$ cat config.mk
export PLATFORM = sky130hd
export DESIGN_NAME = cntry_req_sched_flat
export DESIGN_NICKNAME = d
export VERILOG_FILES = /design/src/rtl/sig_pkg.sv /design/src/rtl/cntry_req_sched_if.sv /design/src/rtl/sig_debounce.sv /design/src/rtl/cntry_req_sched.sv /design/src/flat_wrapper.sv
export SDC_FILE = /design/constraint.sdc
export NUM_CORES = 1
export LEC_CHECK = 0
export ABC_CLOCK_PERIOD_IN_PS = 2800
export BUFFER_PORTS_ARGS = -buffer_cell sky130_fd_sc_hd__buf_2
export CAP_MARGIN = 20
export CORE_UTILIZATION = 45
export CTS_BUF_LIST = sky130_fd_sc_hd__clkbuf_8
export DETAILED_ROUTE_END_ITERATION = 8
export GPL_TIMING_DRIVEN = 0
export MAX_ROUTING_LAYER = met4
export SYNTH_ARGS = -nofsm -noshare
export SYNTH_HDL_FRONTEND = slang
export SYNTH_HIERARCHICAL = 1
export SYNTH_SLANG_ARGS = --single-unit
$ cat constraint.sdc
create_clock -name clock -period 2.8 [get_ports clock]
set_input_delay 0.28 -clock clock [delete_from_list [all_inputs] [get_ports clock]]
set_output_delay 0.28 -clock clock [all_outputs]
set_load 0.02 [all_outputs]
$ cat src/rtl/sig_pkg.sv
// Shared lamp and scheduler-state encodings for the
// country-road request scheduler.
package sig_pkg;

  localparam logic [2:0] LAMP_OFF = 3'b000;
  localparam logic [2:0] LAMP_RED = 3'b100;
  localparam logic [2:0] LAMP_GRN = 3'b010;
  localparam logic [2:0] LAMP_YEL = 3'b001;

  typedef enum logic [1:0] {
    S_HWY   = 2'd0,
    S_REQ   = 2'd1,
    S_CNTRY = 2'd2,
    S_REL   = 2'd3
  } state_t;

  // Both lamp heads dark means the controller is held in reset.
  function automatic logic lamps_dark(
    input logic [2:0] hwy,
    input logic [2:0] cntry
  );
    return (hwy == LAMP_OFF) && (cntry == LAMP_OFF);
  endfunction

endpackage

$ cat src/rtl/cntry_req_sched_if.sv
// Signal bundle between the request scheduler and its
// surroundings (sensors, buttons, signal controller).
interface cntry_req_sched_if;

  logic       car_raw;
  logic       ped_btn;
  logic [2:0] rgb_hwy;
  logic [2:0] rgb_cntry;
  logic       X;
  logic       ped_pending;
  logic       car_deb;

  modport master (
    output car_raw,
    output ped_btn,
    output rgb_hwy,
    output rgb_cntry,
    input  X,
    input  ped_pending,
    input  car_deb
  );

  modport slave (
    input  car_raw,
    input  ped_btn,
    input  rgb_hwy,
    input  rgb_cntry,
    output X,
    output ped_pending,
    output car_deb
  );

endinterface

$ cat src/rtl/sig_debounce.sv
// Two-flop synchroniser followed by a stability counter:
// dout follows din only after DEB_CYC equal samples.
module sig_debounce #(
  parameter int W_CNT   = 8,
  parameter int DEB_CYC = 16
) (
  input  logic clock,
  input  logic rst_n,
  input  logic din,
  output logic dout
);

  logic             s1;
  logic             s2;
  logic [W_CNT-1:0] cnt;

  // Synchronise, then count consecutive samples that
  // disagree with dout; any agreeing sample restarts.
  always_ff @(posedge clock) begin
    if (!rst_n) begin
      s1   <= 1'b0;
      s2   <= 1'b0;
      cnt  <= '0;
      dout <= 1'b0;
    end else begin
      s1 <= din;
      s2 <= s1;
      if (s2 == dout) begin
        cnt <= '0;
      end else if (cnt == W_CNT'(DEB_CYC - 1)) begin
        dout <= s2;
        cnt  <= '0;
      end else begin
        cnt <= cnt + W_CNT'(1);
      end
    end
  end

endmodule

$ cat src/rtl/cntry_req_sched.sv
// Country-road request scheduler: debounces the car sensor,
// latches pedestrian requests and paces X against the lamps.
module cntry_req_sched
  import sig_pkg::*;
#(
  parameter int CW        = 29,
  parameter int DEB_CYC   = 16,
  parameter int HWY_MIN   = 1000,
  parameter int CNTRY_MIN = 200,
  parameter int CNTRY_MAX = 5000
) (
  input logic              clock,
  input logic              rst_n,
  cntry_req_sched_if.slave bus
);

  localparam logic [CW-1:0] HWY_LIM = CW'(HWY_MIN);
  localparam logic [CW-1:0] CMIN    = CW'(CNTRY_MIN);
  localparam logic [CW-1:0] CMAX    = CW'(CNTRY_MAX);
  localparam logic [CW-1:0] ONE     = CW'(1);

  state_t        state;
  state_t        nxt;
  logic          x_d;
  logic          x_q;
  logic [CW-1:0] hwy_t;
  logic [CW-1:0] cntry_t;
  logic          car_q;
  logic          ped_q;
  logic          p_s1;
  logic          p_s2;
  logic          p_s3;
  logic          ped_edge;
  logic          demand;
  logic          dark;
  logic          hwy_grn;
  logic          cntry_grn;
  logic          enter_cntry;
  logic          enter_hwy;

  sig_debounce #(
    .W_CNT   (CW),
    .DEB_CYC (DEB_CYC)
  ) u_car_deb (
    .clock (clock),
    .rst_n (rst_n),
    .din   (bus.car_raw),
    .dout  (car_q)
  );

  assign dark        = lamps_dark(bus.rgb_hwy, bus.rgb_cntry);
  assign hwy_grn     = (bus.rgb_hwy == LAMP_GRN);
  assign cntry_grn   = (bus.rgb_cntry == LAMP_GRN);
  assign ped_edge    = p_s2 & ~p_s3;
  assign demand      = car_q | ped_q;
  assign enter_cntry = (state == S_REQ) && (nxt == S_CNTRY);
  assign enter_hwy   = (state == S_REL) && (nxt == S_HWY);

  // State register; X is registered from the next state.
  always_ff @(posedge clock) begin
    if (!rst_n) begin
      state <= S_HWY;
      x_q   <= 1'b0;
    end else begin
      state <= nxt;
      x_q   <= x_d;
    end
  end

  // Next-state logic driven by demand, timers and lamps.
  always_comb begin
    nxt = state;
    unique case (state)
      S_HWY: begin
        if (!dark && demand && (hwy_t >= HWY_LIM))
          nxt = S_REQ;
      end
      S_REQ: begin
        if (cntry_grn)
          nxt = S_CNTRY;
      end
      S_CNTRY: begin
        if ((cntry_t >= CMAX) ||
            (!car_q && (cntry_t >= CMIN)))
          nxt = S_REL;
      end
      S_REL: begin
        if (hwy_grn)
          nxt = S_HWY;
      end
      default: nxt = S_HWY;
    endcase
  end

  // X is asserted while requesting or holding the country road.
  always_comb begin
    x_d = 1'b0;
    unique case (nxt)
      S_REQ:   x_d = 1'b1;
      S_CNTRY: x_d = 1'b1;
      default: x_d = 1'b0;
    endcase
  end

  // Highway and country green timers, both saturating.
  always_ff @(posedge clock) begin
    if (!rst_n) begin
      hwy_t   <= '0;
      cntry_t <= '0;
    end else begin
      if (enter_hwy)
        hwy_t <= '0;
      else if ((state == S_HWY) && hwy_grn && (hwy_t != '1))
        hwy_t <= hwy_t + ONE;
      if (enter_cntry)
        cntry_t <= '0;
      else if ((state == S_CNTRY) && !dark && (cntry_t != '1))
        cntry_t <= cntry_t + ONE;
    end
  end

  // Pedestrian sync/edge detect; requests seen during the
  // country phase are already being served.
  always_ff @(posedge clock) begin
    if (!rst_n) begin
      p_s1  <= 1'b0;
      p_s2  <= 1'b0;
      p_s3  <= 1'b0;
      ped_q <= 1'b0;
    end else begin
      p_s1 <= bus.ped_btn;
      p_s2 <= p_s1;
      p_s3 <= p_s2;
      if (enter_cntry)
        ped_q <= 1'b0;
      else if (ped_edge && (state != S_CNTRY))
        ped_q <= 1'b1;
    end
  end

  assign bus.X           = x_q;
  assign bus.ped_pending = ped_q;
  assign bus.car_deb     = car_q;

endmodule

$ cat src/flat_wrapper.sv
// flat-port wrapper written by rule: the top's interface ports become plain ports
module cntry_req_sched_flat import sig_pkg::*;
#(
  parameter int CW        = 29,
  parameter int DEB_CYC   = 16,
  parameter int HWY_MIN   = 1000,
  parameter int CNTRY_MIN = 200,
  parameter int CNTRY_MAX = 5000
)
  (clock, rst_n, bus_car_raw, bus_ped_btn, bus_rgb_hwy, bus_rgb_cntry, bus_X, bus_ped_pending, bus_car_deb);
  cntry_req_sched_if bus_i ();
  input logic clock;
  input logic rst_n;
  input wire logic [$bits(bus_i.car_raw)-1:0] bus_car_raw;
  input wire logic [$bits(bus_i.ped_btn)-1:0] bus_ped_btn;
  input wire logic [$bits(bus_i.rgb_hwy)-1:0] bus_rgb_hwy;
  input wire logic [$bits(bus_i.rgb_cntry)-1:0] bus_rgb_cntry;
  output wire logic [$bits(bus_i.X)-1:0] bus_X;
  output wire logic [$bits(bus_i.ped_pending)-1:0] bus_ped_pending;
  output wire logic [$bits(bus_i.car_deb)-1:0] bus_car_deb;
  assign bus_i.car_raw = bus_car_raw;
  assign bus_i.ped_btn = bus_ped_btn;
  assign bus_i.rgb_hwy = bus_rgb_hwy;
  assign bus_i.rgb_cntry = bus_rgb_cntry;
  assign bus_X = bus_i.X;
  assign bus_ped_pending = bus_i.ped_pending;
  assign bus_car_deb = bus_i.car_deb;
  cntry_req_sched #(.CW(CW), .DEB_CYC(DEB_CYC), .HWY_MIN(HWY_MIN), .CNTRY_MIN(CNTRY_MIN), .CNTRY_MAX(CNTRY_MAX)) u_core (.clock(clock), .rst_n(rst_n), .bus(bus_i));
endmodule
* Word-level counts from Yosys, hierarchy flattened
Cells that the tools add are included. Widths: inputs -> output; s select.
Cells by class: add/subtract/negate cells 3, bitwise logic cells 5, mux-type cells 6, order comparisons 3, eq/ne operators 12, reductions and logical operators 23
Operators by type and width (count):
- $add 29x1->29 const B | 3
- $ne 29x29->1 const B | 2
- $eq 29x4->1 const B | 1
- $ge 29x10->1 const B | 1
- $ge 29x13->1 const B | 1
- $ge 29x8->1 const B | 1
- $logic_and 1x1->1 | 11
- $mux 2 | 4
- $pmux 2 s4 | 1
- $eq 2x2->1 const B | 3
- $eq 3x2->1 const B | 2
- $logic_not 3->1 | 2
- $reduce_or 2->1 | 3
- $eq 2x1->1 const B | 2
- $logic_not 2->1 | 2
- $not 1->1 | 3
- $reduce_or 3->1 | 1
- $logic_not 1->1 | 2
- $ne 2x2->1 const B | 1
- $reduce_and 2->1 | 1
- $and 1x1->1 | 1
- $eq 1x1->1 | 1
- $logic_or 1x1->1 | 1
- $mux 1 | 1
- $or 1x1->1 | 1
Storage, ports and cells: register bits after elaboration 97, output and inout port bits 3

* Longest topological paths before layout
depth in word-level cells 10, gate-level depth with buffers 14

* Hierarchy
The synthesis kept the hierarchy.
By module, submodules not included:
- cntry_req_sched | cells each 411, area an instance 3518.4 µm², times used 1, seq. area each 1301.2 µm²
- sig_debounce | cells each 168, area an instance 1480.2 µm², times used 1, seq. area each 640.6 µm²

* Worst setup path after synthesis
No wires, ideal clock.
path type register to register, from reg u_core.cntry_t[4], to reg u_core.hwy_t[0], arrival 2560 ps, buffers on the path 3, cell stages (with the launch flop) 13, period minus slack after synthesis 2688 ps, slack 112 ps, path through dfxtp_1 -> o21ba_2 -> o211ai_1 -> a31oi_1 -> o311ai_0 -> and2_1 -> ha_1 -> nand3_1 -> nand2_1 -> clkbuf_1 -> clkbuf_1 -> clkbuf_1 -> nor2_1
Between the ends: longest elaborated chain between the ends 8, elaborated cells between the ends (all ways) 9
RTL lines:
- start, declared | RTL line cntry_req_sched.sv:27 | logic [CW-1:0] cntry_t;
- start signal, assigned | RTL line cntry_req_sched.sv:118 | cntry_t <= cntry_t + ONE;
- $ge 29x8->1 | RTL line cntry_req_sched.sv:84 | (!car_q && (cntry_t >= CMIN)))
- $logic_and 1x1->1 | RTL line cntry_req_sched.sv:84
- $logic_or 1x1->1 (*) | RTL line cntry_req_sched.sv:83 | if ((cntry_t >= CMAX) ||
- $mux 2 (*) | RTL line cntry_req_sched.sv:83
- $pmux 2 s4 (*) | RTL line cntry_req_sched.sv:73 | unique case (state)
- $logic_not 2->1 (*) | RTL line cntry_req_sched.sv:57 | assign enter_hwy = (state == S_REL) && (nxt == S_HWY);
- $logic_and 1x1->1 (*) | RTL line cntry_req_sched.sv:57
- $reduce_or 2->1 (no source line) (*)
- end signal, assigned | RTL line cntry_req_sched.sv:114 | hwy_t <= hwy_t + ONE;
- end, declared | RTL line cntry_req_sched.sv:26 | logic [CW-1:0] hwy_t;
Every way passes the cells marked *; elsewhere a longest branch is shown, timed or not. A chain may end at the register's enable or synchronous reset.

* Final worst setup path
from reg u_core.cntry_t[4], to reg u_core.hwy_t[4]
The elaborated chain is that of the path after synthesis.

==> results_dict.tcl <==
set metrics [dict create \
    hold_slack_ns 0.108 \
    cts_made_buffers 9 \
    multiInputGateArea_um2 2890 \
    finalSetupViolations 0 \
    ant_nets 0 \
    start_util 0.461 \
    worstPathMaxFanout 10 \
    ir_drop_uv 230 \
    hold_viol 0 \
    cpMostUsedCell "nand2_1" \
    slowest_stage "or4_1" \
    slew_viol_final 0 \
    synth_area_um2 5000 \
    p_per_area_nw_per_um2 481 \
    final_cells 745 \
    cp_top_family "simple AND/OR/NAND/NOR gates" \
    seq_area_um2 1940 \
    port_buffers 12 \
    wl_per_cell_um 15.5 \
    drtIter0Drc 245 \
    power.leakage_nw 1.82 \
    die_w_um 107 \
    dieArea_um2 11500 \
    fin_area_um2 5540 \
    yosysSeqAreaShare 0.388 \
    hold_path_class "primary input to register" \
    ys_warn_count 6 \
    routed_via_density 5.96 \
    grt_max_degree 16 \
    std_cell_rows 38 \
    outcome "completed" \
    synthFlopType "dfxtp_1" \
    crit_path_start_kind "register" \
    cts_sinks 97 \
    ys_async_sr_fraction 0 \
    netlist_instances 579 \
    drc 0 \
    placed_cells 731 \
    grt-ovfl-total 0 \
    grt_pass1_vias 4037 \
    crit_chain "o21ba_2 > o211ai_1 > a31oi_1 > o311ai_2 > and2_1 > ha_1 > nand3_1 > nand2_1 > buf_4 > or4_1 > nand2_1" \
    num_io_pins 13 \
    worst_pin_slew_ns 0.597 \
    power_mw 2.66 \
    critPathCaptureType "register" \
    drive_above_1_share 0.129 \
    nets 618 \
    rsz0062_at_grt "false" \
    clock_latency_ns 0.38 \
    cp.buffers_inverters 1 \
    synth_edf_count 0 \
    wirelength_um 11500 \
    cp_data_arrival_time_ns 2.92 \
    core_um2 10800 \
    finClkSkew_ns 0.0153 \
    cts-root-buf "clkbuf_8" \
    clk_pin_slew_ns 0.09 \
    fin_ws_ns 0.193 \
    track_usage 0.220 \
    fill_cells 1033 \
    min_period_ns 2.61 \
    antenna_found_initial 0 \
    clockBufferDepth 2 \
    place_congestion 0.786 \
    dpl_cell_area_um2 5230 \
    cts_setup_buffers 0 \
    cpPeakStageDelay_ns 0.51 \
    synth.ff_latch_count 97 \
    cts_htree_levels 3 \
    fin_crit_sh 0.931 \
    diodes 0 \
    place_hpwl_um 8260 \
    slew_headroom 0.599 \
    dr.pass1.iters 4 \
    syn_nets 596 \
    pre_cts_slack_ns -0.792 \
    max_freq_mhz 384 \
    cap_violations 0 \
    cts_tree "done" \
    required_ns 3.11 \
    final_util 0.511 \
    vias 4442 \
    synth.distinct_cells 62 \
    criticalPathCategory "register to register" \
    area_growth_pct 10.7 \
    die_h_um 107 \
    grt_pass1_wl_um 19500 \
    syn_avg_cell_area_um2 8.63 \
    setup-tns-final_ns 0 \
]
==> registers in the layout, indices dropped and copies added, names as in the netlist <==
signal / cells
u_core/p_s1: 1
u_core/hwy_t: 29
u_core/p_s2: 1
u_core/u_car_deb/s2: 1
u_core/bus.X: 1
u_core/cntry_t: 29
u_core/u_car_deb/s1: 1
u_core/u_car_deb/cnt: 29
u_core/bus.ped_pending: 1
u_core/p_s3: 1
u_core/u_car_deb/dout: 1
u_core/state: 2
==> metal layers <==
metal	global-route usage	vias to the layer above	wire length [um]
met2	0.326	70	5270
met5	-	-	0
met4	0.0881	0	176
met3	0.0357	14	344
met1	0.298	2126	5750
li1	-	2232	-
==> Yosys cell counts, types with 4 or more instances <==
library cell | instances | share of area
a21oi_1 | 49 | 0.049
a31o_2 | 4 | 0.0070
a31oi_1 | 8 | 0.010
a41o_1 | 4 | 0.0080
and2_1 | 9 | 0.011
and3_1 | 9 | 0.011
and4_1 | 12 | 0.021
buf_6 | 5 | 0.011
clkbuf_1 | 10 | 0.0075
dfxtp_1 | 97 | 0.39
ha_1 | 7 | 0.018
inv_1 | 15 | 0.011
nand2_1 | 48 | 0.036
nand3_1 | 31 | 0.031
nand4_1 | 23 | 0.029
nor2_1 | 52 | 0.039
nor3_1 | 5 | 0.0050
nor4_1 | 20 | 0.025
o211ai_1 | 9 | 0.014
o21ai_0 | 21 | 0.021
o21ai_1 | 7 | 0.0070
o31ai_1 | 14 | 0.021
or3_1 | 21 | 0.026
or3_2 | 4 | 0.0060
or4_1 | 19 | 0.029
xnor2_1 | 16 | 0.028
xor2_1 | 12 | 0.021
==> final timing paths <==
path,from,endpoint,slack (ns),cells after the start
worst max register to register,u_core/cntry_t[4],u_core/hwy_t[4],0.19,11
worst min register to register,u_core/u_car_deb/s1,u_core/u_car_deb/s2,0.44,1
worst min-delay path,bus_car_raw,u_core/u_car_deb/s1,0.11,2
worst max-delay path,u_core/cntry_t[4],u_core/hwy_t[4],0.19,11
==> layout by cell type, fill, tap and decap left out, types with 3 or more instances in the layout <==
| cell | count |
|---|---|
| or3_2 | 4 |
| xnor2_1 | 16 |
| clkbuf_1 | 3 |
| nor4_2 | 3 |
| a41o_1 | 4 |
| bufinv_16 | 4 |
| nand4_4 | 3 |
| dfxtp_1 | 96 |
| ha_1 | 7 |
| o31ai_1 | 14 |
| o21ai_0 | 20 |
| or3_1 | 21 |
| nand2_1 | 48 |
| and2_1 | 9 |
| or4_1 | 19 |
| nor4_1 | 20 |
| and4_1 | 12 |
| clkbuf_8 | 10 |
| buf_4 | 3 |
| a21oi_1 | 49 |
| nand4_1 | 23 |
| nor3_1 | 5 |
| a31oi_1 | 8 |
| a31o_2 | 4 |
| nand3_1 | 31 |
| xor2_1 | 12 |
| and3_1 | 9 |
| o211ai_1 | 9 |
| nor2_1 | 52 |
| inv_1 | 15 |
| buf_6 | 6 |
| o21ai_1 | 8 |
| buf_2 | 16 |
==> logic make-up (layout without fill, tap and decap cells) <==
family / Yosys count / after routing / share of synthesized area
and+or+nand+nor: 271 / 271 / 0.317
muxes: 2 / 2 / 0.00401
buffers and inverters: 36 / 62 / 0.0363
adders and majority gates: 7 / 7 / 0.0175
DFF: 97 / 97 / 0.388
AOI/OAI and AO/OA: 138 / 138 / 0.187
xor gates and xnor gates: 28 / 28 / 0.0491
==> where the power goes <==
group	leakage [nW]	switching, mW	internal (mW)
registers	0.783	0.00379	1.38
logic	0.910	0.0503	0.0249
clock network	0.129	0.495	0.703
total	1.82	0.549	2.11
==> repair_timing <==
action                                  in CTS  in global routing
endpoints found under the setup margin      50                 42
resized for setup                           11                 12
pin swaps                                    0                  0
hold buffers                                 0                  0
==> cell type report <==
cell class | count | share of cell area
clock buffer | 10 | 0.0249
timing repair buffer | 12 | 0.0108
buffer | 20 | 0.0262
multi-input combinational | 446 | 0.522
sequential | 97 | 0.351
tap | 140 | 0.0316
inverter | 15 | 0.0102
clock inverter | 5 | 0.0231
Power figures use the tool's default switching activity.
